<file path="config.mk">
export PLATFORM = sky130hd
export DESIGN_NAME = decode_cex_stage
export DESIGN_NICKNAME = d
export VERILOG_FILES = /design/src/rtl/decode_cex_stage.sv
export SDC_FILE = /design/constraint.sdc
export NUM_CORES = 1
export LEC_CHECK = 0
export CAP_MARGIN = 15
export CORE_MARGIN = 8
export CORE_UTILIZATION = 46
export DETAILED_ROUTE_END_ITERATION = 8
export GPL_ROUTABILITY_DRIVEN = 0
export PLACE_DENSITY = 0.84
export RECOVER_POWER = 50
export SLEW_MARGIN = 20
export SYNTH_ARGS = -nofsm -noshare
export SYNTH_HDL_FRONTEND = slang
export SYNTH_SLANG_ARGS = --single-unit
export TNS_END_PERCENT = 1
</file>
<file path="constraint.sdc">
create_clock -name clk -period 3 [get_ports clk]
set_clock_uncertainty 0.15 [all_clocks]
set_input_delay 0.6 -clock clk [delete_from_list [all_inputs] [get_ports clk]]
set_output_delay 0.6 -clock clk [all_outputs]
set_load 0.01 [all_outputs]
</file>
<file path="src/rtl/decode_cex_stage.sv">
// decode_cex_stage: single-slot registered decode stage with valid/ready
// handshake. Classifies each instruction into a 4-bit opcode class and tracks
// the conditional-execution (CEX) window, which marks the following
// T/F instructions as executed or squashed.
module decode_cex_stage #(
  parameter int WORD   = 16,
  parameter bit CEX_EN = 1'b1
) (
  input  logic            clk,
  input  logic            rst,
  input  logic            inst_valid,
  input  logic [WORD-1:0] inst,
  output logic            inst_ready,
  output logic [3:0]      cex_cond,
  input  logic            cond_met,
  input  logic            flush,
  output logic            out_valid,
  input  logic            out_ready,
  output logic [WORD-1:0] out_inst,
  output logic [3:0]      out_opcode,
  output logic            out_squash,
  output logic            cex_active
);

  // Opcode class codes shared with the execute datapath.
  localparam logic [3:0] OP_BL    = 4'd0;
  localparam logic [3:0] OP_BC    = 4'd1;
  localparam logic [3:0] OP_ALU   = 4'd2;
  localparam logic [3:0] OP_SHIFT = 4'd3;
  localparam logic [3:0] OP_SWAP  = 4'd4;
  localparam logic [3:0] OP_LOAD  = 4'd5;
  localparam logic [3:0] OP_STORE = 4'd6;
  localparam logic [3:0] OP_SVC   = 4'd7;
  localparam logic [3:0] OP_CEX   = 4'd8;
  localparam logic [3:0] OP_MOVI  = 4'd9;
  localparam logic [3:0] OP_LDR   = 4'd10;
  localparam logic [3:0] OP_STR   = 4'd11;

  // CEX window states.
  localparam logic [1:0] IDLE     = 2'd0;
  localparam logic [1:0] TRUE_PH  = 2'd1;
  localparam logic [1:0] FALSE_PH = 2'd2;

  logic            out_valid_q,  out_valid_d;
  logic [WORD-1:0] out_inst_q,   out_inst_d;
  logic [3:0]      out_opcode_q, out_opcode_d;
  logic            out_squash_q, out_squash_d;
  logic [1:0]      state_q,      state_d;
  logic [2:0]      t_cnt_q,      t_cnt_d;
  logic [2:0]      f_cnt_q,      f_cnt_d;
  logic            take_t_q,     take_t_d;

  logic       accept;
  logic [3:0] dec_opcode;
  logic       is_cex;
  logic       win_squash;
  logic       restart;

  assign inst_ready = !flush && (!out_valid_q || out_ready);
  assign accept     = inst_valid && inst_ready;
  assign cex_cond   = inst[9:6];

  // Classify the offered word into its opcode class.
  always_comb begin
    // NOTE: every always_comb output gets a default first, so no path can
    // leave it unassigned and infer a latch.
    dec_opcode = OP_ALU;
    unique case (inst[15:14])
      2'b00: dec_opcode = inst[13] ? OP_BC : OP_BL;
      2'b10: dec_opcode = OP_LDR;
      2'b11: dec_opcode = OP_STR;
      default: begin
        if (inst[13]) begin
          dec_opcode = OP_MOVI;
        end else if (!inst[12]) begin
          if (inst[11:8] == 4'b1100)      dec_opcode = OP_SWAP;
          else if (inst[11:8] == 4'b1101) dec_opcode = OP_SHIFT;
          else                            dec_opcode = OP_ALU;
        end else begin
          unique case (inst[11:10])
            2'b00:   dec_opcode = OP_LOAD;
            2'b01:   dec_opcode = OP_STORE;
            2'b10:   dec_opcode = OP_SVC;
            default: dec_opcode = OP_CEX;
          endcase
        end
      end
    endcase
  end

  // Squash decision for the offered word and next-state of slot and window.
  always_comb begin
    is_cex = CEX_EN && (dec_opcode == OP_CEX);

    // Inside a window the phase decides; a CEX that survives restarts it.
    unique case (state_q)
      TRUE_PH:  win_squash = !take_t_q;
      FALSE_PH: win_squash = take_t_q;
      default:  win_squash = 1'b0;
    endcase
    restart = is_cex && !win_squash;

    out_valid_d  = out_valid_q;
    out_inst_d   = out_inst_q;
    out_opcode_d = out_opcode_q;
    out_squash_d = out_squash_q;
    state_d      = state_q;
    t_cnt_d      = t_cnt_q;
    f_cnt_d      = f_cnt_q;
    take_t_d     = take_t_q;

    if (flush) begin
      out_valid_d = 1'b0;
      state_d     = IDLE;
    end else if (accept) begin
      out_valid_d  = 1'b1;
      out_inst_d   = inst;
      out_opcode_d = dec_opcode;
      out_squash_d = (state_q == IDLE) ? is_cex : win_squash;
      if (restart) begin
        take_t_d = cond_met;
        t_cnt_d  = inst[5:3];
        f_cnt_d  = inst[2:0];
        if (inst[5:3] != 3'd0)      state_d = TRUE_PH;
        else if (inst[2:0] != 3'd0) state_d = FALSE_PH;
        else                        state_d = IDLE;
      end else if (state_q == TRUE_PH) begin
        t_cnt_d = t_cnt_q - 3'd1;
        if (t_cnt_q == 3'd1) state_d = (f_cnt_q != 3'd0) ? FALSE_PH : IDLE;
      end else if (state_q == FALSE_PH) begin
        f_cnt_d = f_cnt_q - 3'd1;
        if (f_cnt_q == 3'd1) state_d = IDLE;
      end
    end else if (out_valid_q && out_ready) begin
      out_valid_d = 1'b0;
    end
  end

  // Register slot and window state; synchronous reset clears everything.
  always_ff @(posedge clk) begin
    // NOTE: sequential state uses non-blocking assignments so every flop
    // samples pre-edge values regardless of statement order.
    if (rst) begin
      out_valid_q  <= 1'b0;
      out_inst_q   <= '0;
      out_opcode_q <= 4'd0;
      out_squash_q <= 1'b0;
      state_q      <= IDLE;
      t_cnt_q      <= 3'd0;
      f_cnt_q      <= 3'd0;
      take_t_q     <= 1'b0;
    end else begin
      out_valid_q  <= out_valid_d;
      out_inst_q   <= out_inst_d;
      out_opcode_q <= out_opcode_d;
      out_squash_q <= out_squash_d;
      state_q      <= state_d;
      t_cnt_q      <= t_cnt_d;
      f_cnt_q      <= f_cnt_d;
      take_t_q     <= take_t_d;
    end
  end

  assign out_valid  = out_valid_q;
  assign out_inst   = out_inst_q;
  assign out_opcode = out_opcode_q;
  assign out_squash = out_squash_q;
  assign cex_active = (state_q != IDLE);

endmodule

</file>
# [After elaboration in Yosys (flattened, before gate mapping)]
# Index checks and enable logic that the tools add are counted.
[word_totals] output_inout_bits=28 regBits=31
[classes] bitwise=1 n_reduce_logical=27 add_sub_neg=2 mux=24 n_eq_ne=13
[ops] cell="$pmux 4 s3" n=2
[ops] cell="$mux 3" n=6
[ops] cell="$mux 2" n=8
[ops] cell="$reduce_bool 3->1" n=5
[ops] cell="$eq 4x4->1 const B" n=3
[ops] cell="$eq 2x2->1 const B" n=4
[ops] cell="$mux 4" n=2
[ops] cell="$reduce_and 4->1" n=2
[ops] cell="$reduce_bool 2->1" n=4
[ops] cell="$eq 3x1->1 const B" n=2
[ops] cell="$logic_not 2->1" n=3
[ops] cell="$reduce_and 3->1" n=2
[ops] cell="$sub 3x1->3 const B" n=2
[ops] cell="$mux 1" n=5
[ops] cell="$eq 2x1->1 const B" n=2
[ops] cell="$logic_and 1x1->1" n=4
[ops] cell="$logic_not 1->1" n=4
[ops] cell="$ne 3x2->1 const B" n=1
[ops] cell="$ne 2x2->1 const B" n=1
[ops] cell="$pmux 1 s2" n=1
[ops] cell="$reduce_and 2->1" n=1
[ops] cell="$reduce_or 2->1" n=1
[ops] cell="$logic_or 1x1->1" n=1
[ops] cell="$not 1->1" n=1

# [Depth between registers and ports, before layout]
# Gate-level depths: netlist of run 1.
[depth] depth_word=10 depth_mapped=9 ltp_nobuf=8

# [Worst setup path after synthesis of run 1]
# OpenSTA, ideal clock, no wires.
[synth_path] kind="in2reg" start="input inst[10]" end="register f_cnt_q[0]" path_buffers=0 t_required_ns=2.775 setup_time_ns=0.075 arrival_time_ns=2.215 stages=7 path_slack_ns=0.561 path_cell_list="ha_1 > nor3b_1 > a32o_2 > o41ai_4 > o211ai_4 > or3_1 > a31oi_1"
[synth_between] elab_chain_cells=10
[synth_rtl] item="start: declaration" line="12" text="input logic [WORD-1:0] inst,"
[synth_rtl] item="$eq 4x4->1" line="77" text="else if (inst[11:8] == 4'b1101) dec_opcode = OP_SHIFT;"
[synth_rtl] item="$mux 1" line="77"
[synth_rtl] item="$mux 3" line="76" text="if (inst[11:8] == 4'b1100) dec_opcode = OP_SWAP;"
[synth_rtl] item="$mux 4 *" line="75" text="end else if (!inst[12]) begin"
[synth_rtl] item="$mux 4 *" line="73" text="if (inst[13]) begin"
[synth_rtl] item="$pmux 4 s3 *" line="68" text="unique case (inst[15:14])"
[synth_rtl] item="$eq 4x4->1 *" line="93" text="is_cex = CEX_EN && (dec_opcode == OP_CEX);"
[synth_rtl] item="$logic_and 1x1->1 *" line="101" text="restart = is_cex && !win_squash;"
[synth_rtl] item="$ne 2x2->1 (no source line) or $reduce_bool 2->1 (tied branches)"
[synth_rtl] item="$reduce_and 4->1 (no source line)"
[synth_rtl] item="end signal: assignment" line="159" text="f_cnt_q <= f_cnt_d;"
[synth_rtl] item="end: declaration" line="50" text="logic [2:0] f_cnt_q, f_cnt_d;"
# Mark *: on every way between the ends. The rest lies on a longest branch, timed or not.
# A chain may end at the register's enable or synchronous reset.

# [Worst setup path after layout of run 1]
[layout_path] start="input inst[11]" end="register f_cnt_q[0]"
# Same word-level chain as after synthesis.

==> qor.txt, run 1 <==
vias in the first global route -> 1509
TritonCTS clock tree -> done
worst vdd ir -> 192.4 µV
worst setup path end -> f_cnt_q[0]
DR vias/cell -> 5.162
Setup-failing EPs final -> 0
Async SR Flop Fraction -> 0%
Tmin final -> 2.766 ns
grt ovf -> 0
worst-case clock buffer depth -> 2
Cell Pwr Density -> 364.2 nW/µm²
cells on worst reg2reg path -> 7
clk_lat worst skew -> 0.34 ns
area of the core -> 3390 µm²
All-Layer GR Usage -> 14.78%
most frequent cells in the layout -> nand2_1, dfxtp_1, clkdlybuf4s50_1, a21oi_1, dlygate4sd3_1
total power -> 832.1 µW
Max transition margin -> 69.31%
WP data required -> 3.12 ns
ys flop type -> dfxtp_1
Max-cap violations -> 0
Fmax -> 0.3615 GHz
final max-slew violation count -> 0
slack of the worst reg-to-reg path -> 0.89 ns
Syn Inst Count -> 197
yosys warns -> 0
outcome -> finished clean
Reg clk slew, reported paths -> 0.09 ns
Netlist cell types -> 42
die area -> 5750 µm²
register area share after synthesis -> 37.69%
Seq cells post-synth -> 31
RSZ-0062 raised after global routing -> no
Initial DRT Pass Iterations -> 5
FF-to-FF End -> f_cnt_q[0]
initial antenna violation count -> 0
CP startpoint kind -> input port
HP Class -> reg2reg
critical path class -> in2reg
Critical Path Sink Type -> flop
Post-Route WL -> 4.040 mm
CP max-delay cell -> clkdlybuf4s50_1
Layout Area Growth over Synthesis -> 38.75%
TritonCTS Buffers -> 5
largest net degree at the start of global routing -> 32
n_diodes -> 0
CTS Sinks -> 31
crit-path most repeated cell -> nor4b_4
syn nets -> 227
Mapped Avg Cell Area -> 8.358 µm²
htree depth -> 2
origin of the worst setup path -> inst[11]
Die Ht -> 75.83 µm
most common cell after layout, fill and taps aside -> nand2_1
DR iter-0 viols -> 83
via count -> 1559
Hold Slack -> 0.3034 ns
layout cells sized above 1 -> 12.11%
I/O Pins -> 50
r2r startpoint -> state_q[0]
CP max stage delay -> 0.54 ns
port bufs -> 49
largest fanout on the critical path -> 6
# rows -> 21
Post-synth EDFFs -> 0
crit path DAT -> 2.88 ns
Final nets -> 285
Leak -> 0.9470 nW
Starting Density -> 48.58%
crit-path cells -> clkdlybuf4s50_1 -> ha_1 -> nor4b_4 -> o311ai_4 -> nor4b_4 -> buf_4 -> nand2_1 -> or2_1 -> a31oi_1
# hold bufs at CTS -> 0
Setup Buffers After CTS -> 0
first-pass GRT wire length -> 6.527 mm
Avg WL per Cell -> 13.38 µm
Final Hold Viols -> 0
Residual DRC -> 0
chip width -> 75.83 µm
post-route ant nets -> 0
synthesized area -> 1647 µm²
Post-CTS Resized -> 0
Clock Root Buffer -> clkbuf_4
Final Cycle Share -> 92.20%
Least-Margin Pin Slew -> 0.4603 ns
DP HPWL -> 3.088 mm
## cell families (layout without fill, tap and decap cells)
family / after synthesis / count (layout) / share of synthesized area (%)
flip-flops: 31 / 31 / 37.69
AO/OA/AOI/OAI: 46 / 46 / 19.91
multiplexers: 7 / 7 / 4.255
buffers and inverters: 24 / 83 / 6.687
adder cells (fa/ha/maj): 8 / 8 / 6.079
AND/OR/NAND/NOR: 81 / 81 / 25.38
## power by group
part	total, mW	internal, mW	leakage, nW	switching, mW
registers	0.434	0.427	0.253	0.00684
clock network	0.235	0.0912	0.0293	0.144
logic	0.163	0.0835	0.665	0.0799
## area by class of cell
class | count | area, µm²
fill | 264 | 1105
multi-input combinational | 142 | 915.9
sequential | 31 | 620.6
timing repair buffer | 64 | 599.3
tap | 46 | 57.56
clock buffer | 7 | 45.04
inverter | 11 | 41.29
clock inverter | 1 | 5.005
## worst min path at each step
stage | from | to | slack (ns) | depth (start not counted)
floorplan | take_t_q | take_t_q | 0.30 | 2
global placement | out_inst[1] | out_inst[1] | 0.29 | 2
detailed placement | out_inst[12] | out_inst[12] | 0.30 | 2
CTS | out_inst[6] | out_inst[6] | 0.31 | 2
global route | out_inst[4] | out_inst[4] | 0.33 | 2
finish | out_inst[6] | out_inst[6] | 0.30 | 2
## synth_stat cells (all sizes together), types with 2 or more instances
| cell | number | share of area, % |
|---|---|---|
| a21o | 3 | 1.4 |
| a21oi | 25 | 7.6 |
| buf | 7 | 2.8 |
| clkbuf | 6 | 1.4 |
| dfxtp | 31 | 38 |
| ha | 8 | 6.1 |
| inv | 11 | 2.5 |
| mux2i | 7 | 4.3 |
| nand2 | 41 | 9.3 |
| nand3 | 2 | 0.61 |
| nor2 | 12 | 2.7 |
| nor2b | 4 | 1.7 |
| nor3 | 8 | 2.7 |
| nor4b | 3 | 3.4 |
| o21ai | 7 | 2.1 |
| o31ai | 2 | 0.91 |
| or2 | 2 | 0.76 |
| or3b | 2 | 1.1 |
## flip-flops by register name, indices dropped and copies added (netlist names)
signal,count
out_inst,16
out_valid,1
out_opcode,4
out_squash,1
t_cnt_q,3
take_t_q,1
state_q,2
f_cnt_q,3
## metrics by stage
step	setup TNS, ns	area [µm²]	worst slack, ns	utilization (%)	cells
3_3_place_gp	-0.04142	2238	-0.04142	66.04	294
3_5_place_dp	-0.4305	2238	-0.1085	66.04	294
6_report	0	2285	0.2340	67.40	302
2_1_floorplan	0	1647	0.5606	-	197
5_1_grt	0	2285	0.1035	67.40	302
4_1_cts	0	2288	0.2489	67.52	302
## layer usage
| metal | global-route usage (%) | up-vias | wire [µm] |
|---|---|---|---|
| met4 | 5.970 | 0 | 54 |
| li1 | - | 785 | - |
| met2 | 23.38 | 66 | 1797 |
| met1 | 16.76 | 703 | 1705 |
| met5 | 0 | - | 0 |
| met3 | 6.842 | 5 | 482 |
## worst max-delay path, delay by kind of cell
| family | cells | cell delay, ns |
|---|---|---|
| buf+inv | 2 | 0.76 |
| fa+ha+maj | 1 | 0.23 |
| compound gates | 2 | 0.32 |
| simple gates | 4 | 0.97 |
(Power assumes the default switching activity.)
==> inputs of run 2 (changes only) <==
- CORE_MARGIN: 8 -> 2
==> qor.txt, run 2 (synthesis gave the netlist of run 1 again) <==
TritonCTS Buffers -> 5 (unchanged)
DP Worst Slack -> -0.03796 ns (+0.07053 ns)
CP startpoint kind -> input port
DR iter-0 viols -> 115 (+39%)
Leak -> 0.9439 nW (-0.33%)
chip width -> 63.83 µm (-16%)
WP data required -> 3.10 ns (-0.02 ns)
r2r startpoint -> state_q[0]
Least-Margin Pin Slew -> 1.372 ns (+0.9115 ns)
largest fanout on the critical path -> 4 (-2)
Final nets -> 284 (-0.35%)
Largest register FFs -> 16 (unchanged)
post-route ant nets -> 0 (unchanged)
post-route cell area -> 2308 µm² (+1.0%)
HP Class -> reg2reg
Max transition margin -> 8.545% (-61 points)
final worst slack -> 0.2753 ns (+0.04126 ns)
n_diodes -> 0 (unchanged)
Starting Density -> 48.58% (unchanged)
crit-path cells -> clkdlybuf4s50_1 -> inv_1 -> ha_1 -> o21ai_0 -> a21boi_2 -> o41ai_4 -> o211ai_4 -> or3_1 -> a31oi_1
# rows -> 21 (unchanged)
total power -> 872.1 µW (+4.8%)
Worst Hold Launch -> out_opcode[1]
Reg clk slew, reported paths -> 0.09 ns (about the same)
vias in the first global route -> 1504 (-0.33%)
die area -> 4074 µm² (-29%)
final max-slew violation count -> 0 (unchanged)
Setup-failing EPs final -> 0 (unchanged)
placed standard-cell area -> 2243 µm² (+0.22%)
All-Layer GR Usage -> 19.46% (+4.7 points)
initial antenna violation count -> 0 (unchanged)
Die Ht -> 63.83 µm (-16%)
outcome -> finished clean
CP max-delay cell -> clkdlybuf4s50_1
largest net degree at the start of global routing -> 32 (unchanged)
DR vias/cell -> 5.199 (+0.72%)
htree depth -> 2 (unchanged)
port bufs -> 49 (unchanged)
worst vdd ir -> 396.4 µV (+110%)
DP HPWL -> 2.824 mm (-8.5%)
# hold bufs at CTS -> 0 (unchanged)
CTS Sinks -> 31 (unchanged)
Final Cycle Share -> 90.82% (-1.4 points)
Clock Root Buffer -> clkbuf_4
Post-CTS Resized -> 0 (unchanged)
I/O Pins -> 50 (unchanged)
CP max stage delay -> 0.52 ns (-0.02 ns)
Fmax -> 0.3670 GHz (+1.5%)
first-pass GRT wire length -> 6.258 mm (-4.1%)
Layout Area Growth over Synthesis -> 40.20%
Final Hold Viols -> 0 (unchanged)
grt ovf -> 0 (unchanged)
origin of the worst setup path -> inst[10]
crit path DAT -> 2.82 ns (-0.06 ns)
via count -> 1565 (+0.38%)
Cell Pwr Density -> 377.8 nW/µm² (+3.7%)
Initial DRT Pass Iterations -> 4 (-1)
Avg WL per Cell -> 12.33 µm (-7.8%)
area of the core -> 3390 µm² (unchanged)
Critical Path Sink Type -> flop
most common cell after layout, fill and taps aside -> nand2_1
TritonCTS clock tree -> done
Max-cap violations -> 0 (unchanged)
clk_lat worst skew -> 0.33 ns (about the same)
Post-Route WL -> 3.712 mm (-8.1%)
RSZ-0062 raised after global routing -> no
worst-case clock buffer depth -> 2 (unchanged)
Fill cells -> 286 (+8.3%)
Tmin final -> 2.725 ns (-0.04126 ns)
Setup Buffers After CTS -> 0 (unchanged)
Residual DRC -> 0 (unchanged)
most frequent cells in the layout -> nand2_1, dfxtp_1, clkdlybuf4s50_1, a21oi_1, dlygate4sd3_1
critical path class -> in2reg
layout cells sized above 1 -> 12.16% (+0.047 points)
run 2: cell count changes in the layout (fill, tap and decap cells not counted):
cell             before  now
clkbuf_1              3    2
dlygate4sd3_1        21   18
clkdlybuf4s50_1      28   31
buf_12                0    1
clkinv_2              1    0
clkbuf_8              0    2
buf_4                14   12
run 2: layer usage:
layer	track usage (%)	routed length, µm
met1	21.19	1562
met2	33.98	1814
met3	5.986	289
met4	9.511	46
met5	0	0
run 2: final timing paths:
kind         depth (start not counted)       endpoint  slack (ns)
max                                  9     f_cnt_q[0]        0.28
min                                  2  out_opcode[1]        0.30
max reg2reg                          7     f_cnt_q[0]        0.91
min reg2reg                          2  out_opcode[1]        0.30
run 2: area by class of cell:
class	instances	area (µm²)	area share, %
multi-input combinational	142	915.9	39.67
sequential	31	620.6	26.88
timing repair buffer	63	604.3	26.18
clock buffer	8	68.82	2.981
tap	46	57.56	2.493
inverter	11	41.29	1.789
run 2: where the power goes:
group	switching [mW]	leakage [nW]	internal (mW)	total, mW
clock network	0.136	0.0386	0.138	0.274
registers	0.00695	0.253	0.427	0.434
logic	0.0793	0.653	0.0853	0.165
run 2: worst max-delay path: cells and delay by family:
kind	cells	cell delay, ns
AOI/OAI and AO/OA	5	1.06
adders and majority gates	1	0.19
buffers and inverters	2	0.60
and+or+nand+nor	1	0.37
run 2: metrics by stage:
stage	TNS, ns	std cells	hold WS [ns]	utilization (%)
after CTS	0	301	0.3129	68.22
after floorplan	0	197	0.2955	-
after global routing	0	301	0.3272	68.11
after global placement	0	293	0.2916	66.19
final	0	301	0.3042	68.11
after detailed placement	-0.07450	293	0.2999	66.19
